[src/rtl/riscv_mc_cpu_pkg.sv]
// Shared definitions for the multi-cycle RV32I/RV32E core: opcode and
// funct codes, FSM state encoding, trap cause codes and ALU operations.
package riscv_mc_cpu_pkg;

    localparam logic [6:0] OP_LUI    = 7'b0110111;
    localparam logic [6:0] OP_AUIPC  = 7'b0010111;
    localparam logic [6:0] OP_JAL    = 7'b1101111;
    localparam logic [6:0] OP_JALR   = 7'b1100111;
    localparam logic [6:0] OP_BRANCH = 7'b1100011;
    localparam logic [6:0] OP_LOAD   = 7'b0000011;
    localparam logic [6:0] OP_STORE  = 7'b0100011;
    localparam logic [6:0] OP_IMM    = 7'b0010011;
    localparam logic [6:0] OP_REG    = 7'b0110011;
    localparam logic [6:0] OP_FENCE  = 7'b0001111;
    localparam logic [6:0] OP_SYSTEM = 7'b1110011;

    // ALU funct3
    localparam logic [2:0] F3_ADD  = 3'b000;
    localparam logic [2:0] F3_SLL  = 3'b001;
    localparam logic [2:0] F3_SLT  = 3'b010;
    localparam logic [2:0] F3_SLTU = 3'b011;
    localparam logic [2:0] F3_XOR  = 3'b100;
    localparam logic [2:0] F3_SR   = 3'b101;
    localparam logic [2:0] F3_OR   = 3'b110;
    localparam logic [2:0] F3_AND  = 3'b111;

    // Branch funct3
    localparam logic [2:0] F3_BEQ  = 3'b000;
    localparam logic [2:0] F3_BNE  = 3'b001;
    localparam logic [2:0] F3_BLT  = 3'b100;
    localparam logic [2:0] F3_BGE  = 3'b101;
    localparam logic [2:0] F3_BLTU = 3'b110;
    localparam logic [2:0] F3_BGEU = 3'b111;

    // Load/store width funct3
    localparam logic [2:0] F3_B  = 3'b000;
    localparam logic [2:0] F3_H  = 3'b001;
    localparam logic [2:0] F3_W  = 3'b010;
    localparam logic [2:0] F3_BU = 3'b100;
    localparam logic [2:0] F3_HU = 3'b101;

    localparam logic [6:0] F7_BASE = 7'b0000000;
    localparam logic [6:0] F7_ALT  = 7'b0100000;

    localparam logic [31:0] INSN_ECALL  = 32'h0000_0073;
    localparam logic [31:0] INSN_EBREAK = 32'h0010_0073;

    localparam logic [1:0] TRAP_ECALL    = 2'd0;
    localparam logic [1:0] TRAP_ILLEGAL  = 2'd1;
    localparam logic [1:0] TRAP_MISALIGN = 2'd2;

    typedef enum logic [2:0] {
        S_IDLE, S_FETCH, S_DECODE, S_EXEC, S_MEM, S_WB, S_HALT
    } state_t;

    typedef enum logic [3:0] {
        ALU_ADD, ALU_SUB, ALU_SLL, ALU_SLT, ALU_SLTU,
        ALU_XOR, ALU_SRL, ALU_SRA, ALU_OR, ALU_AND
    } alu_op_t;

endpackage

[src/rtl/riscv_mc_regfile.sv]
// Architectural register file.
//   clk, reset_n : clock, async active-low reset (clears every entry)
//   ra1/rd1      : async read port 1
//   ra2/rd2      : async read port 2
//   we/wa/wd     : synchronous write port
// x0 and indices >= NUM_REGS always read 0 and are never written.
module riscv_mc_regfile #(
    parameter int NUM_REGS = 32
) (
    input  logic        clk,
    input  logic        reset_n,
    input  logic [4:0]  ra1,
    output logic [31:0] rd1,
    input  logic [4:0]  ra2,
    output logic [31:0] rd2,
    input  logic        we,
    input  logic [4:0]  wa,
    input  logic [31:0] wd
);
    localparam int AW = $clog2(NUM_REGS);

    logic [31:0] regs [NUM_REGS];

    always_comb begin
        rd1 = '0;
        rd2 = '0;
        if (ra1 != 5'd0 && int'(ra1) < NUM_REGS) rd1 = regs[ra1[AW-1:0]];
        if (ra2 != 5'd0 && int'(ra2) < NUM_REGS) rd2 = regs[ra2[AW-1:0]];
    end

    always_ff @(posedge clk or negedge reset_n) begin
        if (!reset_n) begin
            for (int i = 0; i < NUM_REGS; i++) regs[i] <= '0;
        end else if (we && wa != 5'd0 && int'(wa) < NUM_REGS) begin
            regs[wa[AW-1:0]] <= wd;
        end
    end

endmodule

[src/rtl/riscv_mc_cpu.sv]
// Multi-cycle RV32I/RV32E core on a single valid/ready memory bus.
//   clk, reset_n          : clock, async active-low reset
//   PC                    : address of the instruction executing
//   mem_valid/mem_ready   : bus handshake
//   mem_instr             : request is an instruction fetch
//   mem_addr              : word-aligned address
//   mem_wdata/mem_wstrb   : store data (lanes replicated) / byte strobes
//   mem_rdata             : read data
//   halted/trap_cause     : core stopped and why (0 ecall/ebreak,
//                           1 illegal, 2 misaligned)
//
// state  | meaning
// IDLE   | one cycle after reset release
// FETCH  | bus read of instruction at PC, latch IR
// DECODE | legality / register-range check, ecall/ebreak trap
// EXEC   | ALU, branch resolve, jump target, effective address
// MEM    | load/store bus cycle
// WB     | write rd, PC <= next_pc
// HALT   | terminal until reset
module riscv_mc_cpu
    import riscv_mc_cpu_pkg::*;
#(
    parameter logic [31:0] RESET_PC = 32'h0000_0000,
    parameter int          NUM_REGS = 32
) (
    input  logic        clk,
    input  logic        reset_n,
    output logic [31:0] PC,
    output logic        mem_valid,
    input  logic        mem_ready,
    output logic        mem_instr,
    output logic [31:0] mem_addr,
    output logic [31:0] mem_wdata,
    output logic [3:0]  mem_wstrb,
    input  logic [31:0] mem_rdata,
    output logic        halted,
    output logic [1:0]  trap_cause
);
    state_t      state, state_nx;
    logic [31:0] ir, pc_r, ea, result, next_pc;
    logic [1:0]  cause;

    logic [6:0]  opcode, f7;
    logic [4:0]  rd, rs1, rs2;
    logic [2:0]  f3;
    logic [31:0] rs1_val, rs2_val, imm;

    assign opcode = ir[6:0];
    assign rd     = ir[11:7];
    assign f3     = ir[14:12];
    assign rs1    = ir[19:15];
    assign rs2    = ir[24:20];
    assign f7     = ir[31:25];

    logic is_load, is_store, is_jump;
    assign is_load  = (opcode == OP_LOAD);
    assign is_store = (opcode == OP_STORE);
    assign is_jump  = (opcode == OP_JAL) || (opcode == OP_JALR);

    logic use_rd, use_rs1, use_rs2, legal, is_sys, decode_fault;
    logic rf_we;

    // Registers are read straight from IR in EXEC/MEM; nothing writes the
    // file between DECODE and WB, so this matches a DECODE-time read.
    riscv_mc_regfile #(.NUM_REGS(NUM_REGS)) u_regfile (
        .clk     (clk),
        .reset_n (reset_n),
        .ra1     (rs1),
        .rd1     (rs1_val),
        .ra2     (rs2),
        .rd2     (rs2_val),
        .we      (rf_we),
        .wa      (rd),
        .wd      (result)
    );

    always_comb begin
        unique case (opcode)
            OP_STORE:          imm = {{20{ir[31]}}, ir[31:25], ir[11:7]};
            OP_BRANCH:         imm = {{19{ir[31]}}, ir[31], ir[7], ir[30:25], ir[11:8], 1'b0};
            OP_LUI, OP_AUIPC:  imm = {ir[31:12], 12'b0};
            OP_JAL:            imm = {{11{ir[31]}}, ir[31], ir[19:12], ir[20], ir[30:21], 1'b0};
            default:           imm = {{20{ir[31]}}, ir[31:20]};
        endcase
    end

    always_comb begin
        legal   = 1'b0;
        is_sys  = 1'b0;
        use_rd  = 1'b0;
        use_rs1 = 1'b0;
        use_rs2 = 1'b0;
        case (opcode)
            OP_LUI, OP_AUIPC, OP_JAL: begin
                legal  = 1'b1;
                use_rd = 1'b1;
            end
            OP_JALR: begin
                legal   = (f3 == 3'b000);
                use_rd  = 1'b1;
                use_rs1 = 1'b1;
            end
            OP_BRANCH: begin
                legal   = f3 inside {F3_BEQ, F3_BNE, F3_BLT, F3_BGE, F3_BLTU, F3_BGEU};
                use_rs1 = 1'b1;
                use_rs2 = 1'b1;
            end
            OP_LOAD: begin
                legal   = f3 inside {F3_B, F3_H, F3_W, F3_BU, F3_HU};
                use_rd  = 1'b1;
                use_rs1 = 1'b1;
            end
            OP_STORE: begin
                legal   = f3 inside {F3_B, F3_H, F3_W};
                use_rs1 = 1'b1;
                use_rs2 = 1'b1;
            end
            OP_IMM: begin
                if (f3 == F3_SLL)     legal = (f7 == F7_BASE);
                else if (f3 == F3_SR) legal = (f7 == F7_BASE) || (f7 == F7_ALT);
                else                  legal = 1'b1;
                use_rd  = 1'b1;
                use_rs1 = 1'b1;
            end
            OP_REG: begin
                legal   = (f7 == F7_BASE) || (f7 == F7_ALT && (f3 == F3_ADD || f3 == F3_SR));
                use_rd  = 1'b1;
                use_rs1 = 1'b1;
                use_rs2 = 1'b1;
            end
            OP_FENCE:  legal = (f3 == 3'b000);
            OP_SYSTEM: begin
                legal  = (ir == INSN_ECALL) || (ir == INSN_EBREAK);
                is_sys = legal;
            end
            default: ;
        endcase
        decode_fault = !legal
                    || (use_rd  && int'(rd)  >= NUM_REGS)
                    || (use_rs1 && int'(rs1) >= NUM_REGS)
                    || (use_rs2 && int'(rs2) >= NUM_REGS);
    end

    alu_op_t     alu_op;
    logic [31:0] alu_b, alu_res;

    always_comb begin
        alu_b  = (opcode == OP_REG) ? rs2_val : imm;
        alu_op = ALU_ADD;
        case (f3)
            F3_ADD:  alu_op = (opcode == OP_REG && f7[5]) ? ALU_SUB : ALU_ADD;
            F3_SLL:  alu_op = ALU_SLL;
            F3_SLT:  alu_op = ALU_SLT;
            F3_SLTU: alu_op = ALU_SLTU;
            F3_XOR:  alu_op = ALU_XOR;
            F3_SR:   alu_op = f7[5] ? ALU_SRA : ALU_SRL;
            F3_OR:   alu_op = ALU_OR;
            F3_AND:  alu_op = ALU_AND;
            default: alu_op = ALU_ADD;
        endcase
        case (alu_op)
            ALU_SUB:  alu_res = rs1_val - alu_b;
            ALU_SLL:  alu_res = rs1_val << alu_b[4:0];
            ALU_SLT:  alu_res = {31'b0, $signed(rs1_val) < $signed(alu_b)};
            ALU_SLTU: alu_res = {31'b0, rs1_val < alu_b};
            ALU_XOR:  alu_res = rs1_val ^ alu_b;
            ALU_SRL:  alu_res = rs1_val >> alu_b[4:0];
            ALU_SRA:  alu_res = $signed(rs1_val) >>> alu_b[4:0];
            ALU_OR:   alu_res = rs1_val | alu_b;
            ALU_AND:  alu_res = rs1_val & alu_b;
            default:  alu_res = rs1_val + alu_b;
        endcase
    end

    logic [31:0] pc_plus4, pc_rel, jump_target, ea_c, exec_value;
    logic        taken, misalign_c, exec_fault;

    always_comb begin
        pc_plus4    = pc_r + 32'd4;
        pc_rel      = pc_r + imm;
        jump_target = (opcode == OP_JALR) ? ((rs1_val + imm) & ~32'h1) : pc_rel;
        ea_c        = rs1_val + imm;
        misalign_c  = (f3[1:0] == 2'b01 && ea_c[0]) || (f3[1:0] == 2'b10 && ea_c[1:0] != 2'b00);
        case (f3)
            F3_BEQ:  taken = (rs1_val == rs2_val);
            F3_BNE:  taken = (rs1_val != rs2_val);
            F3_BLT:  taken = ($signed(rs1_val) < $signed(rs2_val));
            F3_BGE:  taken = ($signed(rs1_val) >= $signed(rs2_val));
            F3_BLTU: taken = (rs1_val < rs2_val);
            F3_BGEU: taken = (rs1_val >= rs2_val);
            default: taken = 1'b0;
        endcase
        exec_fault = (is_jump && jump_target[1]) || ((is_load || is_store) && misalign_c);
        case (opcode)
            OP_LUI:           exec_value = imm;
            OP_AUIPC:         exec_value = pc_rel;
            OP_JAL, OP_JALR:  exec_value = pc_plus4;
            default:          exec_value = alu_res;
        endcase
    end

    logic [31:0] byte_lane, half_lane, load_value, wdata_c;
    logic [3:0]  wstrb_c;

    always_comb begin
        byte_lane = mem_rdata >> {ea[1:0], 3'b000};
        half_lane = mem_rdata >> {ea[1], 4'b0000};
        case (f3)
            F3_B:    load_value = {{24{byte_lane[7]}}, byte_lane[7:0]};
            F3_H:    load_value = {{16{half_lane[15]}}, half_lane[15:0]};
            F3_BU:   load_value = {24'b0, byte_lane[7:0]};
            F3_HU:   load_value = {16'b0, half_lane[15:0]};
            default: load_value = mem_rdata;
        endcase
        case (f3[1:0])
            2'b00: begin
                wdata_c = {4{rs2_val[7:0]}};
                wstrb_c = 4'b0001 << ea[1:0];
            end
            2'b01: begin
                wdata_c = {2{rs2_val[15:0]}};
                wstrb_c = 4'b0011 << ea[1:0];
            end
            default: begin
                wdata_c = rs2_val;
                wstrb_c = 4'b1111;
            end
        endcase
    end

    always_comb begin
        state_nx = state;
        case (state)
            S_IDLE:   state_nx = S_FETCH;
            S_FETCH:  if (mem_ready) state_nx = S_DECODE;
            S_DECODE: state_nx = (decode_fault || is_sys) ? S_HALT : S_EXEC;
            S_EXEC: begin
                if (exec_fault)                  state_nx = S_HALT;
                else if (opcode == OP_BRANCH)    state_nx = S_FETCH;
                else if (is_load || is_store)    state_nx = S_MEM;
                else                             state_nx = S_WB;
            end
            S_MEM:    if (mem_ready) state_nx = is_store ? S_FETCH : S_WB;
            S_WB:     state_nx = S_FETCH;
            S_HALT:   state_nx = S_HALT;
            default:  state_nx = S_IDLE;
        endcase
    end

    // Bus outputs decode from the state register only, so they hold steady
    // through wait states and drop as soon as reset_n falls.
    always_comb begin
        mem_valid = 1'b0;
        mem_instr = 1'b0;
        mem_addr  = '0;
        mem_wdata = '0;
        mem_wstrb = '0;
        if (state == S_FETCH) begin
            mem_valid = 1'b1;
            mem_instr = 1'b1;
            mem_addr  = pc_r;
        end else if (state == S_MEM) begin
            mem_valid = 1'b1;
            mem_addr  = {ea[31:2], 2'b00};
            if (is_store) begin
                mem_wdata = wdata_c;
                mem_wstrb = wstrb_c;
            end
        end
    end

    assign rf_we      = (state == S_WB) && use_rd && (rd != 5'd0);
    assign PC         = pc_r;
    assign halted     = (state == S_HALT);
    assign trap_cause = cause;

    always_ff @(posedge clk or negedge reset_n) begin
        if (!reset_n) begin
            state   <= S_IDLE;
            pc_r    <= RESET_PC;
            ir      <= '0;
            ea      <= '0;
            result  <= '0;
            next_pc <= RESET_PC;
            cause   <= TRAP_ECALL;
        end else begin
            state <= state_nx;
            case (state)
                S_FETCH: if (mem_ready) ir <= mem_rdata;
                S_DECODE: begin
                    if (decode_fault) cause <= TRAP_ILLEGAL;
                    else if (is_sys)  cause <= TRAP_ECALL;
                end
                S_EXEC: begin
                    ea      <= ea_c;
                    result  <= exec_value;
                    next_pc <= is_jump ? jump_target : pc_plus4;
                    if (exec_fault)
                        cause <= TRAP_MISALIGN;
                    else if (opcode == OP_BRANCH)
                        pc_r <= taken ? pc_rel : pc_plus4;
                end
                S_MEM: begin
                    if (mem_ready) begin
                        if (is_store) pc_r   <= pc_plus4;
                        else          result <= load_value;
                    end
                end
                S_WB:    pc_r <= next_pc;
                default: ;
            endcase
        end
    end

endmodule

[config.mk]
export PLATFORM = sky130hd
export DESIGN_NAME = riscv_mc_cpu
export DESIGN_NICKNAME = d
export VERILOG_FILES = /design/src/rtl/riscv_mc_cpu_pkg.sv /design/src/rtl/riscv_mc_regfile.sv /design/src/rtl/riscv_mc_cpu.sv
export SDC_FILE = /design/constraint.sdc
export NUM_CORES = 2
export LEC_CHECK = 0
export CORE_UTILIZATION = 29
export CTS_CLUSTER_DIAMETER = 150
export DETAILED_ROUTE_END_ITERATION = 12
export GPL_ROUTABILITY_DRIVEN = 0
export PLACE_DENSITY = 0.49
export SLEW_MARGIN = 40
export SYNTH_ARGS = -nofsm -noshare
export SYNTH_HDL_FRONTEND = slang
export SYNTH_HIERARCHICAL = 1
export SYNTH_SLANG_ARGS = --single-unit
[constraint.sdc]
create_clock -name clk -period 7.6 [get_ports clk]
set_clock_uncertainty 0.1 [all_clocks]
set_input_delay 2.28 -clock clk [delete_from_list [all_inputs] [get_ports clk]]
set_output_delay 2.28 -clock clk [all_outputs]
set_load 0.01 [all_outputs]
==> run_results.csv <==
group,metric,value,unit
run_status,outcome,"finished, final reports clean",
cells_and_area,multi_input_area,46200,um2
clocking,clk_path_buf_depth,3,
cells_and_area,final_nets,7293,
synthesis,synth_ff_type,"dfrtp_1",
critical_path,worstPathArrival,5160,ps
die,fp.dieW,524,um
critical_path,r2r_setup_slack,630,ps
synthesis,yosys-top-cells-area,"dfrtp_1 38%, mux2_2 14%, mux4_2 12%",
timing,final_max_slew_viol_count,0,
route,drcViolationCount,0,
synthesis,ys_seq_area_share,37.6,%
clocking,post_cts_resized,0,
clocking,post_cts_buffers,0,
synthesis,syn_avg_cell_area,11.1,um2
worst_hold_path,hold_class,"flip-flop to flip-flop",
pwr,switching_share,23.1,%
synthesis,synth_top_area_share,37.6,%
cells_and_area,final_layout_size_suffix_gt1_share,29.8,%
route,via_count,65959,
timing,worst_pin_slew,905,ps
clocking,clk_latency,830,ps
synthesis,syn_inst,7090,
synthesis,synth_edf_count,0,
die,coreArea,271000,um2
global_route,grt_pass1_wl,494,mm
synthesis,synth_area,79000,um2
clocking,cts_tree,"done",
route,viasPerCell,6.13,
critical_path,crit_required,5220,ps
synthesis,yosysUniqueCellTypes,109,
die,dieArea,275000,um2
synthesis,synth_seq_cells,1189,
worst_hold_path,min_to,"u_regfile/regs[1017]$_DFFE_PN0P_",
pwr,clockPowerShare,52.5,%
timing,timing.final.crit_share,99.2,%
route,ant_nets,0,
route,drtIter0Drc,8715,
place,portBuffers,139,
global_route,grt_pass1_vias,64247,
worst_hold_path,hp-start,"u_regfile/regs[1017]$_DFFE_PN0P_",
timing,finalSetupTns,0,ps
pwr,cellPowerDensity,151,nW/um2
critical_path,cp_max_fo,74,
pwr,p_leak,39.3,nW
synthesis,async_flop_share,100,%
cells_and_area,final_cell_area,91000,um2
critical_path,ff2ff_path_depth,19,
timing,setup_violations,0,
die,num_rows,191,
route,wl,351,mm
critical_path,r2r_end,"next_pc[29]$_DFFE_PN0P_",
synthesis,synth_top_cell_by_area,"dfrtp_1",
timing,max_clock_freq,0.133,GHz
route,drtPass1Iterations,7,
global_route,antenna_found_initial,32,
pwr,peakVddDrop,0.000141,V
die,initial_core_util,29.2,%
cells_and_area,layout_common_cells,"1169 x dfrtp_1, 960 x mux2_2, 448 x nand2_1",
clocking,cts_made_buffers,141,
cells_and_area,register_area,29800,um2
die,ios,140,
clocking,cts_num_sinks,1189,
clocking,clk_pin_slew,60,ps
timing,finalHoldViolCount,0,
clocking,h-tree-depth,4,
global_route,track_usage,25.0,%
synthesis,synthesis.nets,7312,
worst_hold_path,holdPathStages,0,
critical_path,path_class,"flip-flop to primary output",
global_route,grt_start_max_net_pins,160,
die,die_h,524,um
cells_and_area,fillCellCount,27040,
critical_path,cp-end-kind,"primary output",
global_route,grt_overflow,0,
clocking,cts_root_buffer,"clkbuf_16",
flow_run,max-cap-violations,0,
pwr,pwr-share-comb,1.5,%
cells_and_area,syn_to_final_growth,15.2,%
synthesis,synth_warnings,6,
route,wl_per_cell,32.6,um
pwr,net-switching-power,3.18,mW
timing,relSlewSlack,38.0,%
place,dp_hpwl,242,mm
place,place_area,86000,um2
pwr,p_int,10.6,mW
pwr,seqPwrFrac,46.0,%
timing,period_needed,7540,ps
timing,rsz0062_at_grt,"no",
pwr,power,13.8,mW
critical_path,start_kind,"flip-flop",
cells_and_area,layout_commonest_cell,"dfrtp_1",
clocking,postCtsHoldBufs,0,
critical_path,r2r_start,"ir[17]$_DFFE_PN0P_",
## power by group through the flow
stage	combinational (mW)	sequential [mW]	clock, mW
floorplan	0.00714	6.45	0
global placement	0.195	6.45	0
detailed placement	0.202	6.45	0
CTS	0.203	6.33	7.35
global route	0.225	6.33	7.62
finish	0.201	6.33	7.23
## area by class of cell
class	instances	share of cell area [%]
antenna	11	0.0302
clock buffer	212	4.59
clock inverter	44	0.800
inverter	191	0.788
multi-input combinational	5046	50.8
sequential	1189	32.7
tap	3570	4.91
timing repair buffer	502	5.35
## per-stage QoR
step	util (%)	instances	hold WS (ps)	setup slack [ps]
5_1_grt	33.6	10756	310	52.0
6_report	33.6	10765	296	64.2
2_1_floorplan	-	7090	338	1110
4_1_cts	33.5	10751	297	124
3_3_place_gp	31.5	10478	281	420
3_5_place_dp	31.7	10495	284	820
## flip-flops by register name, summed over array words and instances, names as in the netlist
name / cells
result: 32
u_regfile/regs: 1024
ir: 32
next_pc: 32
PC: 32
trap_cause: 2
ea: 32
state: 3
## per-layer routing
metal | vias to the layer above | track usage, % | share of wire [%]
li1 | 26803 | - | -
met1 | 34144 | 33.4 | 41
met2 | 3990 | 36.6 | 42
met3 | 998 | 6.79 | 10
met4 | 24 | 13.5 | 6.2
met5 | - | 0 | 0.046
## worst max-delay path: stages (launching register included)
cell	delay (ps)
dfrtp_4	820
buf_12	490
mux2i_1	240
a22oi_1	320
a21oi_1	170
nor4_1	520
buf_4	260
nand2_1	60
o211a_1	140
a211oi_1	560
clkdlybuf4s50_1	670
## Yosys cell counts, drive strengths merged (15+ instances only)
cell type  number
nand2         467
xnor2          79
xor2           44
a21boi         30
ha            184
a22oi         112
o221ai         58
a221oi         42
o21a           19
a211oi        108
a31oi          56
nand2b         38
o22ai          92
nor2          300
mux4          411
dfrtp        1189
and3           40
or3            15
clkbuf        415
or2            15
nand4          20
nor2b          70
and2           41
o21ai         250
o32ai          23
nor3          112
a21oi         350
a2111oi        49
inv           185
buf           249
mux2i         405
a21o           73
o31ai          22
a22o          105
nor4           31
o211ai         36
o21bai         29
nand3          79
mux2         1065
## logic make-up after synthesis
| logic type | synth area share, % |
|---|---|
| simple gates | 7.45 |
| mux | 32.0 |
| buf+inv | 4.64 |
| compound gates | 13.9 |
| flops | 37.6 |
| fa+ha+maj | 3.00 |
| xor+xnor | 1.36 |
## worst max path at each step
stage                                   from                      to  slack [ps]  cells after the start
final                     ir[22]$_DFFE_PN0P_           mem_wdata[28]          60                     10
after floorplan           ir[21]$_DFFE_PN0P_  result[30]$_DFFE_PN0P_        1110                     30
after global placement     ir[3]$_DFFE_PN0P_           mem_wdata[27]         420                      6
after global routing      ir[22]$_DFFE_PN0P_           mem_wdata[28]          50                     10
after CTS                 ir[22]$_DFFE_PN0P_           mem_wdata[27]         120                     10
after detailed placement  ir[21]$_DFFE_PN0P_  result[30]$_DFFE_PN0P_         820                     21
Power figures use the tool's default switching activity.
